`src/rtl/am9513_host_if_if.sv`:
```
// Host-side request/response and Am9513 bus pins for am9513_host_if.
// Host handshake: an access is accepted on a rising edge where req=1 and ready=1;
// ready is low for the whole access, and ack pulses for one clock when it completes.
interface am9513_host_if_if;
    logic        req;
    logic        cd;
    logic        we;
    logic [15:0] wdata;
    logic        ready;
    logic        ack;
    logic [15:0] rdata;
    logic        CS_n;
    logic        CD_n;
    logic        RD_n;
    logic        WR_n;
    logic [15:0] d_out;
    logic        d_oe;
    logic [15:0] d_in;

    modport master (
        output req, cd, we, wdata, d_in,
        input  ready, ack, rdata, CS_n, CD_n, RD_n, WR_n, d_out, d_oe
    );

    modport slave (
        input  req, cd, we, wdata, d_in,
        output ready, ack, rdata, CS_n, CD_n, RD_n, WR_n, d_out, d_oe
    );
endinterface

```
`src/rtl/am9513_host_if.sv`:
```
// Am9513 bus sequencer: turns one host request into a timed setup/strobe/hold/recover
// cycle on CS_n/CD_n/RD_n/WR_n with registered pins and a one-clock completion ack.
module am9513_host_if #(
    parameter int unsigned SETUP_CYC    = 2,
    parameter int unsigned STROBE_CYC   = 4,
    parameter int unsigned HOLD_CYC     = 1,
    parameter int unsigned RECOVERY_CYC = 8
) (
    input  logic              clk,
    input  logic              reset_n,
    am9513_host_if_if.slave   bus,
    output logic [2:0]        dbg_state
);

    localparam logic [2:0] S_IDLE    = 3'd0;
    localparam logic [2:0] S_SETUP   = 3'd1;
    localparam logic [2:0] S_STROBE  = 3'd2;
    localparam logic [2:0] S_HOLD    = 3'd3;
    localparam logic [2:0] S_RECOVER = 3'd4;

    // Counter holds clocks remaining minus one, so phase ends when it reads zero.
    localparam logic [7:0] SETUP_LD   = 8'(SETUP_CYC - 1);
    localparam logic [7:0] STROBE_LD  = 8'(STROBE_CYC - 1);
    localparam logic [7:0] HOLD_LD    = 8'(HOLD_CYC - 1);
    localparam logic [7:0] RECOVER_LD = 8'(RECOVERY_CYC - 1);

    logic [2:0] state;
    logic [7:0] cnt;
    logic       lat_we;
    logic       last;

    assign last      = (cnt == 8'd0);
    assign dbg_state = state;
    assign bus.ready = (state == S_IDLE);
    assign bus.ack   = (state == S_HOLD) && last;

    always_ff @(posedge clk) begin
        if (!reset_n) begin
            state     <= S_IDLE;
            cnt       <= 8'd0;
            lat_we    <= 1'b0;
            bus.CS_n  <= 1'b1;
            bus.CD_n  <= 1'b1;
            bus.RD_n  <= 1'b1;
            bus.WR_n  <= 1'b1;
            bus.d_oe  <= 1'b0;
            bus.d_out <= 16'h0000;
            bus.rdata <= 16'h0000;
        end else begin
            case (state)
                S_IDLE: begin
                    if (bus.req) begin
                        state    <= S_SETUP;
                        cnt      <= SETUP_LD;
                        lat_we   <= bus.we;
                        bus.CS_n <= 1'b0;
                        bus.CD_n <= bus.cd;
                        bus.d_oe <= bus.we;
                        if (bus.we) begin
                            bus.d_out <= bus.wdata;
                        end
                    end
                end
                S_SETUP: begin
                    if (last) begin
                        state <= S_STROBE;
                        cnt   <= STROBE_LD;
                        if (lat_we) begin
                            bus.WR_n <= 1'b0;
                        end else begin
                            bus.RD_n <= 1'b0;
                        end
                    end else begin
                        cnt <= cnt - 8'd1;
                    end
                end
                S_STROBE: begin
                    // Read data is sampled on the final strobe clock, just before RD_n rises.
                    if (last) begin
                        state    <= S_HOLD;
                        cnt      <= HOLD_LD;
                        bus.RD_n <= 1'b1;
                        bus.WR_n <= 1'b1;
                        if (!lat_we) begin
                            bus.rdata <= bus.d_in;
                        end
                    end else begin
                        cnt <= cnt - 8'd1;
                    end
                end
                S_HOLD: begin
                    if (last) begin
                        state    <= S_RECOVER;
                        cnt      <= RECOVER_LD;
                        bus.CS_n <= 1'b1;
                        bus.d_oe <= 1'b0;
                    end else begin
                        cnt <= cnt - 8'd1;
                    end
                end
                S_RECOVER: begin
                    if (last) begin
                        state <= S_IDLE;
                        cnt   <= 8'd0;
                    end else begin
                        cnt <= cnt - 8'd1;
                    end
                end
                default: begin
                    state <= S_IDLE;
                    cnt   <= 8'd0;
                end
            endcase
        end
    end

endmodule
```
`src/flat_wrapper.sv`:
```
// flat-port wrapper written by rule: the top's interface ports become plain ports
module am9513_host_if_flat 
#(
    parameter int unsigned SETUP_CYC    = 2,
    parameter int unsigned STROBE_CYC   = 4,
    parameter int unsigned HOLD_CYC     = 1,
    parameter int unsigned RECOVERY_CYC = 8
)
  (clk, reset_n, dbg_state, bus_req, bus_cd, bus_we, bus_wdata, bus_d_in, bus_ready, bus_ack, bus_rdata, bus_CS_n, bus_CD_n, bus_RD_n, bus_WR_n, bus_d_out, bus_d_oe);
  am9513_host_if_if bus_i ();
  input  logic clk;
  input  logic reset_n;
  output logic [2:0] dbg_state;
  input wire logic [$bits(bus_i.req)-1:0] bus_req;
  input wire logic [$bits(bus_i.cd)-1:0] bus_cd;
  input wire logic [$bits(bus_i.we)-1:0] bus_we;
  input wire logic [$bits(bus_i.wdata)-1:0] bus_wdata;
  input wire logic [$bits(bus_i.d_in)-1:0] bus_d_in;
  output wire logic [$bits(bus_i.ready)-1:0] bus_ready;
  output wire logic [$bits(bus_i.ack)-1:0] bus_ack;
  output wire logic [$bits(bus_i.rdata)-1:0] bus_rdata;
  output wire logic [$bits(bus_i.CS_n)-1:0] bus_CS_n;
  output wire logic [$bits(bus_i.CD_n)-1:0] bus_CD_n;
  output wire logic [$bits(bus_i.RD_n)-1:0] bus_RD_n;
  output wire logic [$bits(bus_i.WR_n)-1:0] bus_WR_n;
  output wire logic [$bits(bus_i.d_out)-1:0] bus_d_out;
  output wire logic [$bits(bus_i.d_oe)-1:0] bus_d_oe;
  assign bus_i.req = bus_req;
  assign bus_i.cd = bus_cd;
  assign bus_i.we = bus_we;
  assign bus_i.wdata = bus_wdata;
  assign bus_i.d_in = bus_d_in;
  assign bus_ready = bus_i.ready;
  assign bus_ack = bus_i.ack;
  assign bus_rdata = bus_i.rdata;
  assign bus_CS_n = bus_i.CS_n;
  assign bus_CD_n = bus_i.CD_n;
  assign bus_RD_n = bus_i.RD_n;
  assign bus_WR_n = bus_i.WR_n;
  assign bus_d_out = bus_i.d_out;
  assign bus_d_oe = bus_i.d_oe;
  am9513_host_if #(.SETUP_CYC(SETUP_CYC), .STROBE_CYC(STROBE_CYC), .HOLD_CYC(HOLD_CYC), .RECOVERY_CYC(RECOVERY_CYC)) u_core (.clk(clk), .reset_n(reset_n), .bus(bus_i), .dbg_state(dbg_state));
endmodule
```
`config.mk`:
```
export PLATFORM = sky130hd
export DESIGN_NAME = am9513_host_if_flat
export DESIGN_NICKNAME = d
export VERILOG_FILES = /design/src/rtl/am9513_host_if_if.sv /design/src/rtl/am9513_host_if.sv /design/src/flat_wrapper.sv
export SDC_FILE = /design/constraint.sdc
export NUM_CORES = 1
export LEC_CHECK = 0
export ABC_AREA = 0
export CAP_MARGIN = 25
export CORE_MARGIN = 2
export CORE_UTILIZATION = 35
export DETAILED_ROUTE_END_ITERATION = 7
export PLACE_DENSITY = 0.7
export SLEW_MARGIN = 20
export SYNTH_ARGS = -nofsm -noshare
export SYNTH_HDL_FRONTEND = slang
export SYNTH_SLANG_ARGS = --single-unit
```
`constraint.sdc`:
```
create_clock -name clk -period 1.5 [get_ports clk]
set_input_delay 0.225 -clock clk [delete_from_list [all_inputs] [get_ports clk]]
set_output_delay 0.225 -clock clk [all_outputs]
set_load 0.03 [all_outputs]
```
# Yosys cells after proc, flatten, opt, wreduce, memory -nomap -nowiden
# Cells that the tools add are included.
# totals
regBits,49
input_bits,37
out_inout_bits,42
word_cells,59
# classes
n_addsub,1
n_eq_ne,11
mux,23
bitwise,1
n_reduce_logical,13
# op_table
op,count
$mux 8,4
$pmux 8 s4,1
$mux 3,5
$pmux 3 s5,1
$ne 2x1->1 const B,5
$reduce_and 3->1,3
$logic_not 8->1,1
$mux 1,8
$pmux 1 s2,4
$reduce_and 4->1,2
$sub 8x1->8 const B,1
$eq 3x2->1 const B,2
$reduce_and 5->1,1
$ne 2x2->1 const B,2
$reduce_bool 2->1,2
$eq 3x1->1 const B,1
$eq 3x3->1 const B,1
$logic_not 3->1,1
$reduce_and 2->1,1
$reduce_or 2->1,1
$logic_and 1x1->1,1
$not 1->1,1

# Depth between registers and ports, before layout
# Gate-level depths: netlist of the first run.
# logic_depth
depth_word,3
mapped_depth,7

# Worst setup path after synthesis of the first run
# OpenSTA, ideal clock, no wires.
# synth_timing
path_type,register -> register
startpoint,"register u_core.state[1], in the netlist u_core.dbg_state[1]"
endpoint,register u_core.cnt[6]
t_arrival_ps,1764
required_time_ps,1378
path_slack_ps,-386
path_stages_with_launch,6
path_buffers,2
cell_sequence,dfxtp_1 buf_2 buf_1 nor3_1 nand3b_1 o21ai_0
# synth_lines
element,line_no,text
start: declaration,am9513_host_if.sv:27,logic [2:0] state;
start signal: assignment,am9513_host_if.sv:39,state <= S_IDLE;
start signal: assignment,am9513_host_if.sv:53,state <= S_SETUP;
start signal: assignment,am9513_host_if.sv:66,state <= S_STROBE;
$logic_not 3->1 (*),-,
via bus_ready,flat_wrapper.sv:19,output wire logic [$bits(bus_i.ready)-1:0] bus_ready;
$pmux 8 s4 or $ne 2x2->1 (tied branches),-,
end signal: assignment,am9513_host_if.sv:74,cnt <= cnt - 8'd1;
end signal: assignment,am9513_host_if.sv:88,cnt <= cnt - 8'd1;
end signal: assignment,am9513_host_if.sv:98,cnt <= cnt - 8'd1;
end: declaration,am9513_host_if.sv:28,logic [7:0] cnt;
# The timed path passes the listed nets; every way through them passes the cells marked *.
# A chain may end at the register's enable or synchronous reset.

# Worst setup path in the final report of the first run
# layout_timing
startpoint,register u_core.cnt[0]
endpoint,output port bus_ack
# layout_via
elab_chain_cells,2
# layout_rtl
element,line_no,text
$logic_not 8->1,am9513_host_if.sv:32,assign last = (cnt == 8'd0);
$logic_and 1x1->1,am9513_host_if.sv:35,assign bus.ack = (state == S_HOLD) && last;
end: declaration,flat_wrapper.sv:20,output wire logic [$bits(bus_i.ack)-1:0] bus_ack;
# No other way between the ends.

==> results.py, run 1 <==
metrics = {
    "pwr": {
        "switching_share": 0.385,
        "p_seq_frac": 0.307,
        "internal_power_mw": 3.37,
        "p_clk_frac": 0.154,
        "ir_drop_mv": 0.942,
        "powerDensity_nw_per_um2": 1560,
        "switching_power_mw": 2.11,
        "comb_power_share": 0.538,
        "power.leakage_nw": 1.62,
        "power_mw": 5.47,
    },
    "cells_and_area": {
        "n_antenna_cell": 0,
        "areaGrowthSynthToFinish_pct": 64.1,
        "stdcell_count": 426,
        "final_nets": 388,
        "mostFrequentLayoutCells": "dfxtp_1 (42), nand2_1 (39), dlygate4sd2_1 (37), clkdlybuf4s50_1 (36), buf_4 (34)",
        "layout_commonest_cell": "dfxtp_1",
        "final_core_util": 0.594,
        "drive_above_1_share": 0.234,
    },
    "drt": {
        "avgRoutedWirePerCell_um": 13.1,
        "drtIter0Drc": 69,
        "postRouteAntennaNets": 0,
        "top_layer_used": "met4",
        "viasPerCell": 4.73,
        "drc_errors": 0,
        "via_count": 2016,
        "wl_met2_um": 2710,
        "drtPass1Iterations": 4,
        "drt_wl_total_um": 5560,
        "wl_met3_um": 295,
        "wl_met1_um": 2490,
    },
    "clock_tree": {
        "ctsHoldBuffers": 0,
        "htree_levels": 2,
        "cts.sinks": 49,
        "cts_tree": "built",
        "insertion_delay_ns": 0.30,
        "root_buffer": "clkbuf_8",
        "clock_path_buffers": 2,
        "clk_pin_slew_ns": 0.10,
        "numCtsBuffers": 5,
    },
    "setup_path": {
        "arrival_ns": 1.42,
        "rrSetupSlack_ns": -0.13,
        "worstPathMaxFanout": 2,
        "r2r_start": "u_core.cnt[0]",
        "crit_type": "flip-flop to primary output",
        "rr_worst_depth": 8,
        "regToRegEndpoint": "u_core.cnt[2]",
        "start_kind": "flip-flop",
        "crit_path_max_incr_delay_ns": 0.34,
        "critPathBufInv": 3,
        "end_kind": "primary output",
        "crit_chain": "inv_2, ha_4, nor3b_4, nand4_1, inv_1, buf_6",
        "required_ns": 1.27,
        "cp_top_family": "simple AND/OR/NAND/NOR gates",
        "crit_cells": 6,
        "crit_slowest_cell": "dfxtp_2",
    },
    "synth": {
        "syn_area_per_cell_um2": 9.13,
        "synth_fp_nets": 273,
        "synthFlopType": "dfxtp_1",
        "ys_seq_area_frac": 0.457,
        "synthCells": 235,
        "yosys_register_bits": 49,
        "yosysWarnings": 0,
        "synth-async-reset-ratio": 0,
        "synth_edf_count": 0,
        "synth_cell_types": 39,
        "synth_area_um2": 2140,
    },
    "global_routing": {
        "first_global_vias": 1902,
        "overflow": 0,
        "antenna_found_initial": 0,
        "grt_pass1_wl_um": 8700,
        "grt_max_degree": 28,
        "grt_usage": 0.170,
    },
    "sta": {
        "min_period_ns": 1.65,
        "fmax_mhz": 606,
        "finalSetupViolations": 26,
        "worst_slew_pin_slew_ns": 0.330,
        "setup_tns_ns": -2.45,
        "setup_slack_ns": -0.150,
        "fin_skew_ns": 0.00768,
        "rsz0062_at_grt": "true",
        "drv_slew": 0,
        "finalHoldViolCount": 0,
        "slew_headroom": 0.778,
        "timing.final.crit_share": 1.10,
    },
    "placed_design": {
        "dp.cells": 410,
        "post-place-ws_ns": -0.290,
        "port_buffers": 78,
        "place.gp.congestion": 0.827,
        "dp_hpwl_um": 3950,
    },
    "job": {
        "maxCapViolations": 0,
    },
    "status": {
        "status": "finished with violations",
        "violations": "negative setup slack",
    },
    "floorplanning": {
        "io-pin-count": 79,
        "die_area_um2": 6770,
        "core-area_um2": 5920,
        "die_height_um": 82.3,
        "rows": 28,
        "start_util": 0.362,
        "die_w_um": 82.3,
    },
    "min_path": {
        "hold_path_end": "u_core.bus.d_out[4]",
        "worstHoldPathCells": 2,
        "hp-class": "flip-flop to flip-flop",
        "min_from": "u_core.bus.d_out[4]",
    },
}
per-layer routing:
layer,GRT usage,vias to the layer above
met5,0,-
li1,-,1034
met3,0.0467,5
met1,0.208,933
met2,0.277,44
met4,0.0817,0
state kept, by name, summed over array words and instances, names as in the netlist:
signal and cells:
u_core.bus.CD_n 1, u_core.bus.CS_n 1, u_core.bus.RD_n 1, u_core.bus.WR_n 1
u_core.bus.d_oe 1, u_core.bus.d_out 16, u_core.bus.rdata 16, u_core.cnt 8
u_core.dbg_state 3, u_core.lat_we 1
worst reg2reg max path, cell delays in order, from the launching register on:
cell	delay (ns)
dfxtp_2	0.34
inv_2	0.06
ha_4	0.14
nor3b_4	0.23
buf_6	0.15
buf_8	0.12
and2_4	0.17
a21oi_2	0.06
o32a_1	0.27
power by group through the flow:
stage | clock network (mW) | logic (mW) | registers, mW
after floorplan | 0 | 1.13 | 2.00
after global placement | 0 | 2.47 | 1.70
after detailed placement | 0 | 2.49 | 1.71
after CTS | 0.883 | 2.59 | 1.68
after global routing | 0.948 | 3.17 | 1.71
final | 0.845 | 2.95 | 1.68
kinds of logic after synthesis:
kind of cell,share of synthesized area
and+or+nand+nor,0.265
buffers and inverters,0.0362
xor gates and xnor gates,0.0204
adders and majority gates,0.00583
DFF,0.457
AOI/OAI and AO/OA,0.131
muxes,0.0840
metrics by stage:
step	hold WS [ns]	area [um2]
after floorplan	0.349	2210
after global placement	0.449	3290
after detailed placement	0.458	3290
after CTS	0.453	3420
after global routing	0.461	3520
final	0.454	3520
final cells by class:
| type | instances | area (um2) |
|---|---|---|
| fillers | 545 | 2400 |
| multi-input cells | 168 | 1180 |
| repair buffers | 121 | 1130 |
| flip-flops and latches | 49 | 992 |
| well taps | 75 | 93.8 |
| clock buffers | 6 | 82.6 |
| inverters | 5 | 18.8 |
| clock inverters | 2 | 17.5 |
cells in the mapped netlist (2+ instances only):
cell,instances,area share
a21boi_0,19,0.067
mux2i_1,18,0.084
xor2_1,3,0.012
dfxtp_1,49,0.46
a31oi_1,4,0.012
o21ai_0,6,0.014
nand2_1,40,0.070
buf_2,2,0.0047
a21oi_1,2,0.0047
xnor2_1,2,0.0082
nand3_1,7,0.016
nor2_1,13,0.023
a211oi_1,2,0.0070
and3_1,2,0.0058
nand2b_1,4,0.012
nor3_1,5,0.012
nor2b_1,20,0.058
inv_1,5,0.0088
nor4_1,2,0.0058
and2_1,2,0.0058
nand4_1,2,0.0058
clkbuf_1,9,0.016
repair_timing:
item | in CTS | in global routing
endpoints found under the setup margin | 68 | 47
setup buffers | 4 | 3
pin swaps | 4 | 11
cloned | 1 | 0
gates resized for setup | 47 | 32
worst max-delay path by stage:
stage,from,end
2_1_floorplan,u_core.cnt[6],u_core.bus.rdata[10]
3_3_place_gp,bus_req,u_core.bus.d_out[1]
3_5_place_dp,bus_req,u_core.bus.d_out[0]
4_1_cts,u_core.cnt[4],bus_ack
5_1_grt,u_core.cnt[4],bus_ack
6_report,u_core.cnt[0],bus_ack
Note: power is estimated with default switching activity, not from simulation.
==> run 2, diff against run 1 <==
--- a/config.mk
+++ b/config.mk
@@ -6,6 +6,7 @@
 export NUM_CORES = 1
 export LEC_CHECK = 0
 export ABC_AREA = 0
+export ABC_CLOCK_PERIOD_IN_PS = 1500
 export CAP_MARGIN = 25
 export CORE_MARGIN = 2
 export CORE_UTILIZATION = 35
==> results of run 2 <==
Final layout, timing and power as in run 1 (identical DEF).
==> run 3, diff against run 2 <==
--- a/config.mk
+++ b/config.mk
@@ -12,6 +12,7 @@
 export CORE_UTILIZATION = 35
 export DETAILED_ROUTE_END_ITERATION = 7
 export PLACE_DENSITY = 0.7
+export SKIP_LAST_GASP = 1
 export SLEW_MARGIN = 20
 export SYNTH_ARGS = -nofsm -noshare
 export SYNTH_HDL_FRONTEND = slang
==> run 3 against run 2 <==
Against the previous run: critical path depth stayed put; clock skew about the same; core utilization up 0.13 points; first-iteration DRC count grew 8.7%; largest cell class unchanged; final cell count stayed put; critical path type unchanged; global-route usage shrank 0.092 points; register-to-register slack barely moved; the run still ends with negative setup slack left; via count up 0.20%; sequential power barely moved; flip-flop and latch count is the same; worst setup slack lost 0.0029 ns.
==> results.py, run 3 (synthesized netlist as in run 1, its figures left out) <==
metrics = {
    "status": {
        "status": "finished with violations",
        "violations": "negative setup slack",
    },
    "setup_path": {
        "rr_worst_depth": 8,
        "worstPathMaxFanout": 2,
        "arrival_ns": 1.43,
        "required_ns": 1.27,
        "crit_type": "flip-flop to primary output",
        "rrSetupSlack_ns": -0.14,
        "end_kind": "primary output",
        "start_kind": "flip-flop",
    },
    "drt": {
        "drtIter0Drc": 75,
        "postRouteAntennaNets": 0,
        "drtPass1Iterations": 4,
        "drt_wl_total_um": 5570,
        "via_count": 2020,
        "viasPerCell": 4.74,
        "drc_errors": 0,
        "avgRoutedWirePerCell_um": 13.1,
    },
    "sta": {
        "timing.final.crit_share": 1.10,
        "finalSetupViolations": 27,
        "setup_slack_ns": -0.153,
        "slew_headroom": 0.778,
        "fmax_mhz": 605,
        "setup_tns_ns": -2.53,
        "worst_slew_pin_slew_ns": 0.331,
        "drv_slew": 0,
        "finalHoldViolCount": 0,
        "min_period_ns": 1.65,
        "fin_skew_ns": 0.00732,
        "rsz0062_at_grt": "true",
    },
    "clock_tree": {
        "clk_pin_slew_ns": 0.10,
        "htree_levels": 2,
        "cts.sinks": 49,
        "root_buffer": "clkbuf_8",
        "insertion_delay_ns": 0.30,
        "cts_tree": "built",
        "numCtsBuffers": 5,
        "clock_path_buffers": 2,
    },
    "pwr": {
        "powerDensity_nw_per_um2": 1560,
        "power_mw": 5.49,
        "ir_drop_mv": 0.941,
        "power.leakage_nw": 1.62,
    },
    "floorplanning": {
        "start_util": 0.362,
        "die_w_um": 82.3,
        "die_area_um2": 6770,
        "die_height_um": 82.3,
        "rows": 28,
        "core-area_um2": 5920,
        "io-pin-count": 79,
    },
    "global_routing": {
        "antenna_found_initial": 0,
        "overflow": 0,
        "grt_pass1_wl_um": 8650,
        "first_global_vias": 1895,
        "grt_max_degree": 28,
        "grt_usage": 0.170,
    },
    "cells_and_area": {
        "areaGrowthSynthToFinish_pct": 64.5,
        "reg_top3": "u_core.bus.d_out (16), u_core.bus.rdata (16), u_core.cnt (8)",
        "n_antenna_cell": 0,
        "fill_cells": 541,
        "drive_above_1_share": 0.239,
        "multi_input_area_um2": 1190,
        "final_nets": 388,
        "layout_commonest_cell": "dfxtp_1",
        "design_area_um2": 3530,
        "register_area_um2": 992,
        "mostFrequentLayoutCells": "dfxtp_1 (42), nand2_1 (39), dlygate4sd2_1 (37), clkdlybuf4s50_1 (36), buf_4 (34)",
    },
    "min_path": {
        "worstHoldPathCells": 2,
        "hp-class": "flip-flop to flip-flop",
    },
    "placed_design": {
        "place.gp.congestion": 0.827,
        "post-place-ws_ns": -0.290,
        "port_buffers": 78,
        "placedInstanceArea_um2": 3290,
        "dp_hpwl_um": 3950,
    },
    "job": {
        "maxCapViolations": 0,
    },
}
run 3: cell count changes in the layout (fill, tap and decap cells not counted):
cell	delta
o21ai_1	-1
nor2_1	-1
a21boi_1	-1
a211oi_1	-1
o21ai_0	+1
nor2_2	+1
a211oi_2	+1
a21boi_0	+1
run 3: layer usage:
| metal | vias to the layer above | track usage | wire length (um) |
|---|---|---|---|
| li1 | 1033 | - | - |
| met1 | 935 | 0.205 | 2500 |
| met2 | 45 | 0.277 | 2690 |
| met3 | 7 | 0.0467 | 300 |
| met4 | 0 | 0.0817 | 78 |
| met5 | - | 0 | 0 |
run 3: layout make-up:
| class | count | area share |
|---|---|---|
| Clock buffer | 6 | 0.0234 |
| Tap cell | 75 | 0.0266 |
| Sequential cell | 49 | 0.281 |
| Inverter | 5 | 0.00532 |
| Clock inverter | 2 | 0.00497 |
| Timing Repair Buffer | 121 | 0.320 |
| Multi-Input combinational cell | 168 | 0.338 |
run 3: final timing paths:
kind | from | end
max | u_core.cnt[0] | bus_ack
min | u_core.bus.d_out[4] | u_core.bus.d_out[4]
max reg2reg | u_core.cnt[0] | u_core.cnt[2]
min reg2reg | u_core.bus.d_out[4] | u_core.bus.d_out[4]
run 3: what timing repair did:
item,CTS,global route
pin swaps,2,14
gates resized for setup,46,33
hold buffers,0,0
setup endpoints to repair,68,47
buffers inserted,4,3
cloned,1,0
run 3: report_power, final:
group / internal (mW) / leakage, nW / total, mW / switching (mW)
Sequential: 1.53 / 0.402 / 1.68 / 0.155
Clock: 0.383 / 0.0518 / 0.841 / 0.458
Combinational: 1.46 / 1.16 / 2.96 / 1.50
run 3: stage by stage:
| stage | instances | util | hold WS [ns] |
|---|---|---|---|
| finish | 426 | 0.596 | 0.454 |
| global route | 426 | 0.596 | 0.461 |
| CTS | 423 | 0.577 | 0.453 |
| global placement | 410 | 0.555 | 0.449 |
| detailed placement | 410 | 0.555 | 0.458 |
| floorplan | 235 | - | 0.349 |
run 3: critical path, stage by stage, from the launching register on:
cell and delay (ns):
dfxtp_2 0.34, inv_2 0.06, ha_4 0.14, nor3b_4 0.23
nand4_1 0.14, inv_1 0.09, buf_6 0.13
